### src/rtl/pow_arbiter_pkg.sv
// Shared types and widths for the pow arbiter slice.
package pow_arbiter_pkg;

   localparam int unsigned POW_W     = 16;
   localparam int unsigned POW_RES_W = 32;

   typedef enum logic [2:0] {
      StIdle,
      StIssue,
      StWait,
      StAbort,
      StResp
   } pow_arb_state_t;

endpackage

### src/rtl/pow_arbiter_if.sv
// Client request/response and pow unit handshake bundle for the arbiter.
// slave: the arbiter side; master: the clients plus the pow unit.
interface pow_arbiter_if
   import pow_arbiter_pkg::*;
#(
   parameter int unsigned N = 4
) ();

   localparam int unsigned IDW = $clog2(N);

   logic [N-1:0]         req_valid;
   logic [POW_W*N-1:0]   req_base;
   logic [POW_W*N-1:0]   req_expo;
   logic [N-1:0]         req_ack;

   logic                 rsp_valid;
   logic [IDW-1:0]       rsp_id;
   logic [POW_RES_W-1:0] rsp_result;
   logic                 rsp_cflag;
   logic                 rsp_oflag;
   logic                 rsp_err;

   logic                 pow_start;
   logic [POW_W-1:0]     pow_base;
   logic [POW_W-1:0]     pow_expo;
   logic                 pow_ready;
   logic [POW_RES_W-1:0] pow_result;
   logic                 pow_cflag;
   logic                 pow_oflag;
   logic                 pow_abort;

   modport slave (
      input  req_valid, req_base, req_expo,
      input  pow_ready, pow_result, pow_cflag, pow_oflag,
      output req_ack,
      output rsp_valid, rsp_id, rsp_result, rsp_cflag, rsp_oflag, rsp_err,
      output pow_start, pow_base, pow_expo, pow_abort
   );

   modport master (
      output req_valid, req_base, req_expo,
      output pow_ready, pow_result, pow_cflag, pow_oflag,
      input  req_ack,
      input  rsp_valid, rsp_id, rsp_result, rsp_cflag, rsp_oflag, rsp_err,
      input  pow_start, pow_base, pow_expo, pow_abort
   );

endinterface

### src/rtl/pow_arbiter_rr_pick.sv
// Combinational round-robin selector: first set request at or above ptr, wrapping modulo N.
module pow_arbiter_rr_pick #(
   parameter int unsigned N = 4
) (
   input  logic [N-1:0]         req,
   input  logic [$clog2(N)-1:0] ptr,
   output logic [N-1:0]         grant,
   output logic [$clog2(N)-1:0] idx,
   output logic                 found
);

   int unsigned pos;

   // Scan N positions starting at ptr; the first hit wins.
   always_comb begin
      grant = '0;
      idx   = '0;
      found = 1'b0;
      pos   = 0;
      for (int k = 0; k < int'(N); k++) begin
         pos = (32'(ptr) + 32'(k)) % N;
         if (!found && req[pos]) begin
            found      = 1'b1;
            grant[pos] = 1'b1;
            idx        = $clog2(N)'(pos);
         end
      end
   end

endmodule

### src/rtl/pow_arbiter.sv
// Round-robin front end sharing one pow unit between N requesters, with a WAIT watchdog.
module pow_arbiter
   import pow_arbiter_pkg::*;
#(
   parameter int unsigned N       = 4,
   parameter int unsigned TIMEOUT = 40000
) (
   input logic          clk,
   input logic          rst,
   pow_arbiter_if.slave bus
);

   localparam int unsigned IDW = $clog2(N);
   localparam int unsigned CW  = $clog2(TIMEOUT);

   pow_arb_state_t       state;
   logic [POW_W-1:0]     op_base;
   logic [POW_W-1:0]     op_expo;
   logic [IDW-1:0]       op_id;
   logic [IDW-1:0]       rr_ptr;
   logic [CW-1:0]        wd_cnt;

   logic                 pow_start;
   logic                 pow_abort;
   logic                 rsp_valid;
   logic [IDW-1:0]       rsp_id;
   logic [POW_RES_W-1:0] rsp_result;
   logic                 rsp_cflag;
   logic                 rsp_oflag;
   logic                 rsp_err;

   logic [N-1:0]         grant;
   logic [IDW-1:0]       win_idx;
   logic                 win_found;

   pow_arbiter_rr_pick #(
      .N (N)
   ) u_rr_pick (
      .req   (bus.req_valid),
      .ptr   (rr_ptr),
      .grant (grant),
      .idx   (win_idx),
      .found (win_found)
   );

   // Ack is combinational so the winner is consumed in the same IDLE cycle it is chosen.
   assign bus.req_ack    = (state == StIdle && !rst) ? grant : '0;

   assign bus.pow_start  = pow_start;
   assign bus.pow_abort  = pow_abort;
   assign bus.pow_base   = op_base;
   assign bus.pow_expo   = op_expo;
   assign bus.rsp_valid  = rsp_valid;
   assign bus.rsp_id     = rsp_id;
   assign bus.rsp_result = rsp_result;
   assign bus.rsp_cflag  = rsp_cflag;
   assign bus.rsp_oflag  = rsp_oflag;
   assign bus.rsp_err    = rsp_err;

   // Sequencer: accept, issue, wait/watchdog, abort, respond; strobes are registered pulses.
   always_ff @(posedge clk) begin
      if (rst) begin
         state      <= StIdle;
         op_base    <= '0;
         op_expo    <= '0;
         op_id      <= '0;
         rr_ptr     <= '0;
         wd_cnt     <= '0;
         pow_start  <= 1'b0;
         pow_abort  <= 1'b0;
         rsp_valid  <= 1'b0;
         rsp_id     <= '0;
         rsp_result <= '0;
         rsp_cflag  <= 1'b0;
         rsp_oflag  <= 1'b0;
         rsp_err    <= 1'b0;
      end else begin
         pow_start <= 1'b0;
         pow_abort <= 1'b0;
         rsp_valid <= 1'b0;
         unique case (state)
            StIdle: begin
               if (win_found) begin
                  op_base   <= bus.req_base[POW_W*win_idx +: POW_W];
                  op_expo   <= bus.req_expo[POW_W*win_idx +: POW_W];
                  op_id     <= win_idx;
                  pow_start <= 1'b1;
                  state     <= StIssue;
               end
            end
            StIssue: begin
               wd_cnt <= '0;
               state  <= StWait;
            end
            StWait: begin
               // ready wins over an expiring watchdog in the same cycle
               if (bus.pow_ready) begin
                  rsp_result <= bus.pow_result;
                  rsp_cflag  <= bus.pow_cflag;
                  rsp_oflag  <= bus.pow_oflag;
                  rsp_err    <= 1'b0;
                  rsp_id     <= op_id;
                  rsp_valid  <= 1'b1;
                  state      <= StResp;
               end else if (wd_cnt == CW'(TIMEOUT - 1)) begin
                  pow_abort <= 1'b1;
                  state     <= StAbort;
               end else begin
                  wd_cnt <= wd_cnt + CW'(1);
               end
            end
            StAbort: begin
               rsp_result <= '0;
               rsp_cflag  <= 1'b0;
               rsp_oflag  <= 1'b0;
               rsp_err    <= 1'b1;
               rsp_id     <= op_id;
               rsp_valid  <= 1'b1;
               state      <= StResp;
            end
            StResp: begin
               rr_ptr <= (op_id == IDW'(N - 1)) ? '0 : op_id + IDW'(1);
               state  <= StIdle;
            end
            default: state <= StIdle;
         endcase
      end
   end

endmodule

### src/flat_wrapper.sv
// flat-port wrapper written by rule: the top's interface ports become plain ports
module pow_arbiter_flat import pow_arbiter_pkg::*;
#(
   parameter int unsigned N       = 4,
   parameter int unsigned TIMEOUT = 40000
)
  (clk, rst, bus_req_valid, bus_req_base, bus_req_expo, bus_pow_ready, bus_pow_result, bus_pow_cflag, bus_pow_oflag, bus_req_ack, bus_rsp_valid, bus_rsp_id, bus_rsp_result, bus_rsp_cflag, bus_rsp_oflag, bus_rsp_err, bus_pow_start, bus_pow_base, bus_pow_expo, bus_pow_abort);
  pow_arbiter_if #(.N(N)) bus_i ();
  input logic clk;
  input logic rst;
  input wire logic [$bits(bus_i.req_valid)-1:0] bus_req_valid;
  input wire logic [$bits(bus_i.req_base)-1:0] bus_req_base;
  input wire logic [$bits(bus_i.req_expo)-1:0] bus_req_expo;
  input wire logic [$bits(bus_i.pow_ready)-1:0] bus_pow_ready;
  input wire logic [$bits(bus_i.pow_result)-1:0] bus_pow_result;
  input wire logic [$bits(bus_i.pow_cflag)-1:0] bus_pow_cflag;
  input wire logic [$bits(bus_i.pow_oflag)-1:0] bus_pow_oflag;
  output wire logic [$bits(bus_i.req_ack)-1:0] bus_req_ack;
  output wire logic [$bits(bus_i.rsp_valid)-1:0] bus_rsp_valid;
  output wire logic [$bits(bus_i.rsp_id)-1:0] bus_rsp_id;
  output wire logic [$bits(bus_i.rsp_result)-1:0] bus_rsp_result;
  output wire logic [$bits(bus_i.rsp_cflag)-1:0] bus_rsp_cflag;
  output wire logic [$bits(bus_i.rsp_oflag)-1:0] bus_rsp_oflag;
  output wire logic [$bits(bus_i.rsp_err)-1:0] bus_rsp_err;
  output wire logic [$bits(bus_i.pow_start)-1:0] bus_pow_start;
  output wire logic [$bits(bus_i.pow_base)-1:0] bus_pow_base;
  output wire logic [$bits(bus_i.pow_expo)-1:0] bus_pow_expo;
  output wire logic [$bits(bus_i.pow_abort)-1:0] bus_pow_abort;
  assign bus_i.req_valid = bus_req_valid;
  assign bus_i.req_base = bus_req_base;
  assign bus_i.req_expo = bus_req_expo;
  assign bus_i.pow_ready = bus_pow_ready;
  assign bus_i.pow_result = bus_pow_result;
  assign bus_i.pow_cflag = bus_pow_cflag;
  assign bus_i.pow_oflag = bus_pow_oflag;
  assign bus_req_ack = bus_i.req_ack;
  assign bus_rsp_valid = bus_i.rsp_valid;
  assign bus_rsp_id = bus_i.rsp_id;
  assign bus_rsp_result = bus_i.rsp_result;
  assign bus_rsp_cflag = bus_i.rsp_cflag;
  assign bus_rsp_oflag = bus_i.rsp_oflag;
  assign bus_rsp_err = bus_i.rsp_err;
  assign bus_pow_start = bus_i.pow_start;
  assign bus_pow_base = bus_i.pow_base;
  assign bus_pow_expo = bus_i.pow_expo;
  assign bus_pow_abort = bus_i.pow_abort;
  pow_arbiter #(.N(N), .TIMEOUT(TIMEOUT)) u_core (.clk(clk), .rst(rst), .bus(bus_i));
endmodule
### config.mk
export PLATFORM = sky130hd
export DESIGN_NAME = pow_arbiter_flat
export DESIGN_NICKNAME = d
export VERILOG_FILES = /design/src/rtl/pow_arbiter_pkg.sv /design/src/rtl/pow_arbiter_if.sv /design/src/rtl/pow_arbiter_rr_pick.sv /design/src/rtl/pow_arbiter.sv /design/src/flat_wrapper.sv
export SDC_FILE = /design/constraint.sdc
export NUM_CORES = 1
export LEC_CHECK = 0
export CORE_ASPECT_RATIO = 0.7
export CORE_UTILIZATION = 43
export CTS_CLUSTER_DIAMETER = 30
export CTS_CLUSTER_SIZE = 25
export DETAILED_ROUTE_END_ITERATION = 10
export PLACE_DENSITY = 0.86
export SYNTH_ARGS = -nofsm -noshare
export SYNTH_HDL_FRONTEND = slang
export SYNTH_SLANG_ARGS = --single-unit
### constraint.sdc
create_clock -name clk -period 6.2 [get_ports clk]
set_input_delay 0.62 -clock clk [delete_from_list [all_inputs] [get_ports clk]]
set_output_delay 0.62 -clock clk [all_outputs]
set_load 0.02 [all_outputs]
==> results list <==
* Number of synthesis warnings: 0
- Global routing consumed, over all layers together, 28.0% of the routing resources.
* Commonest cells after routing, fill and taps aside: 244 x clkdlybuf4s50_1, 95 x dfxtp_1, 94 x nand2_1, 67 x mux2i_1, 45 x a21oi_1
- Relative to the synthesized area, the layout overhead comes to 57.0%.
- Cell internal power was estimated by the tool at 1.23 mW.
* Weighted congestion reported at the end of routability-driven placement: 0.944
- After global routing the overflow that remains totals 0.
- Data on the critical path is required at its endpoint by 5580 ps.
- Number of gates given a new drive strength after cts: 0
* Sequential fraction of design power: 39.9%
- After routing the design area is 7510 µm².
- Summed over all instances, the cell type with the most area after synthesis is dfxtp_1.
- Measured along the y axis, the die boundary spans 90.3 µm.
- Kind of path behind the tightest hold check: flip-flop to flip-flop
- Remaining routing DRC violations: 0
- Num CTS Buffers: 9
- Capture instance of the worst register-to-register path: u_core.bus.pow_base[1]
- The core region is 10600 µm².
- Max-slew headroom at the worst pin: 15.0%
* Setup Fix Bufs, Post-CTS: 0
- The largest single stage delay on the critical path is 750 ps.
- Minimum clock period after layout: 4370 ps
* Antenna diode count: 0
* Effective utilization at floorplan: 45.2%
* Boundary pin count: 245
- In the synthesized netlist the async set-or-reset flop fraction comes to 0%.
* Total power per unit cell area: 236 nW/µm²
- Between clock sinks in the finished design, the worst skew comes to 9.08 ps.
* Synth area leaders: dfxtp_1 40%, mux2i_1 14%, nand2_1 7.4%, a222oi_1 5.4%, a21oi_1 4.7%
- In this run the remaining antenna-violating nets after routing total 0.
- Number of standard-cell rows in the floorplan: 31
* Number of buffers on the longest clock path: 2
- Routed wire per std cell: 18.2 µm
- A synthesized cell averages 8.89 µm².
* Reg2Reg Launch Point: u_core.rr_ptr[0]
- Fraction of the cycle the final worst path needs: 70.5%
- The die is 128 µm wide.
- Leakage power: 2.68 nW
- Syn_nets: 716
* Setup ws final: 1830 ps
- Clock transition at the registers of the reported paths: 70 ps
- Static timing analysis puts the maximum clock frequency at 229 MHz.
* Post-CTS Hold Fix Bufs: 0
* CTS tree: yes
* Final setup violation count: 0
- At the end of the flow, the number of nets in the layout was 937.
- Setup slack, reg-to-reg: 2240 ps
* Number of global-route vias before repair: 4873
* Portion of total power attributed to the clock network: 29.4%
- OpenSTA, run right after detailed placement, puts the worst setup slack at 2090 ps.
- Netlist area before placement: 4780 µm²
* Final max-slew violation count: 0
- Startpoint Class: flip-flop
- Clock latency on the worst-skew pair: 340 ps
- Total wire length after detailed routing: 16600 µm
* Die Outline Area: 11600 µm²
* Number of buffers inserted by port buffering: 244
- Switching power of the nets: 549 µW
- Vias after detailed routing: 4910
- Register area share after synthesis: 39.7%
- Fraction of synthesized cell area taken by the top area cell type: 39.7%
* Least-Margin Pin Slew: 1270 ps
* Cells traversed along the worst timing path: inv_1, ha_1, or3b_2, o21ai_0, a32oi_1, o22ai_1, a221oi_1, nor2_1, clkdlybuf4s50_1
- The HPWL after detailed placement is 12500 µm.
- The first detailed-routing pass took 6 iterations.
- Maximum VDD drop: 149 µV
- After routing, the total negative slack on setup checks comes to 0 ps.
- Type of the setup path with the least slack: flip-flop to output pin
* Outcome: completed
- Gate count of the mapped netlist: 538
- Final Hold Violating Endpoints: 0
* Post-DR vias/cell: 5.38
- The root buffer cell chosen for the clock tree is clkbuf_16.
- Counting cells, the worst reg-to-reg path comes to 9.
- Largest fanout of any net on the critical path: 14
* Arrival time of data at the critical path endpoint: 3750 ps
- Share of final-layout standard cells stronger than drive strength 1: 3.14%
- Setup repair after global routing missed its margin: no
- Post-synth EDFFs: 0
- The share of total power dissipated in combinational logic is 30.7%.
- Entering global routing, the biggest net connects 65 pins.
- The tree built by TritonCTS fans out to 95 sinks.
- Once placement finished, the instance area stood at 7240 µm².
- Max-cap violations in this run came to 0.
- Leading register cell type out of synthesis: dfxtp_1
- Most frequent standard cell in the layout excluding fill and tap cells: clkdlybuf4s50_1
- Number of antenna violations at the first check in global routing: 0
* First-pass GRT wire length: 25300 µm
- H-tree depth: 3
- STA classifies the critical path endpoint as an output pin.
* Critical path endpoint: bus_req_ack[1]
* Yosys cell types: 47
- The first routing iteration left 330 violations.
- The synthesized design contains 95 register bits.
* Worst-path cell with the longest stage delay: dfxtp_1
- In this run switching power makes up 30.9% of total power.
- Beginning of the critical path: u_core.rr_ptr[0]
## flip-flops by register name, indices dropped and copies added (netlist names)
register and count:
u_core.bus.pow_abort 1, u_core.bus.pow_base 16, u_core.bus.pow_expo 16, u_core.bus.pow_start 1, u_core.bus.rsp_cflag 1, u_core.bus.rsp_err 1
u_core.bus.rsp_id 2, u_core.bus.rsp_oflag 1, u_core.bus.rsp_result 32, u_core.bus.rsp_valid 1, u_core.op_id 2, u_core.rr_ptr 2
u_core.state 3, u_core.wd_cnt 16
## worst max-delay path: cells and delay by family (launching register included)
family                   cells  cell delay (ps)
AO/OA/AOI/OAI                4              760
AND/OR/NAND/NOR              2              620
flip-flops                   1              750
buffers and inverters        2              840
adder cells (fa/ha/maj)      1              440
## synthesized netlist by cell type, types with 2 or more instances
cell        n
a2111oi_0   4
a211oi_1    3
a21oi_1    45
a221oi_1    4
a222oi_1   26
a22oi_1     5
a31oi_1     2
and2_1      7
and3_1      2
buf_12      3
buf_4       3
buf_6       2
clkbuf_1   28
dfxtp_1    95
ha_1        9
inv_1       6
mux2i_1    67
mux4_2      2
nand2_1    94
nand2b_1   30
nand3_1     4
nand4_1     2
nor2_1     42
nor3_1      5
nor4_1      5
o21ai_0     3
o221ai_1    6
or2_1       2
xnor2_1    11
xor2_1      4
## metal layers
metal / track usage (%) / routed length (µm) / vias up
li1: - / - / 2376
met1: 32.8 / 6580 / 2286
met2: 47.9 / 8020 / 209
met3: 8.77 / 1410 / 39
met4: 10.1 / 546 / 0
met5: 0 / 0 / -
## worst min-delay path by stage
stage	from	to	slack, ps	cells past startpoint
after floorplan	u_core.op_id[1]	u_core.bus.rsp_id[1]	450	2
after detailed placement	u_core.bus.rsp_result[16]	u_core.bus.rsp_result[16]	450	2
after CTS	u_core.bus.rsp_result[16]	u_core.bus.rsp_result[16]	460	2
after global routing	u_core.bus.rsp_result[20]	u_core.bus.rsp_result[20]	480	2
final	u_core.bus.rsp_result[28]	u_core.bus.rsp_result[28]	460	2
after global placement	u_core.bus.rsp_result[17]	u_core.bus.rsp_result[17]	440	2
## cells by family after synthesis
kind of cell	Yosys count	synth area share (%)
buffers and inverters	43	4.94
DFF	95	39.7
and+or+nand+nor	200	19.2
AOI/OAI and AO/OA	107	16.0
muxes	69	15.0
xor gates and xnor gates	15	2.75
adders and majority gates	9	2.35
## power by group through the flow
stage / Combinational [mW] / Sequential, mW / Clock, mW
after floorplan: 0.217 / 0.778 / 0
after global placement: 0.529 / 0.719 / 0
after detailed placement: 0.542 / 0.722 / 0
after CTS: 0.544 / 0.708 / 0.531
after global routing: 0.577 / 0.714 / 0.557
final: 0.544 / 0.708 / 0.523
## cell type report
class | count | area [µm²]
fillers | 815 | 3080
multi-input cells | 400 | 2660
repair buffers | 247 | 2460
flip-flops and latches | 95 | 1900
clock buffers | 10 | 229
well taps | 148 | 185
clock inverters | 6 | 45.0
inverters | 6 | 22.5
## stage by stage
step	hold slack (ps)	std cells	total power [mW]	utilization [%]
after floorplan	449	538	0.995	-
after global placement	442	896	1.25	68.3
after detailed placement	447	896	1.26	68.3
after CTS	457	912	1.78	70.9
after global routing	479	912	1.85	70.9
final	456	912	1.78	70.9
No activity file was read; power rests on OpenSTA's default activity.
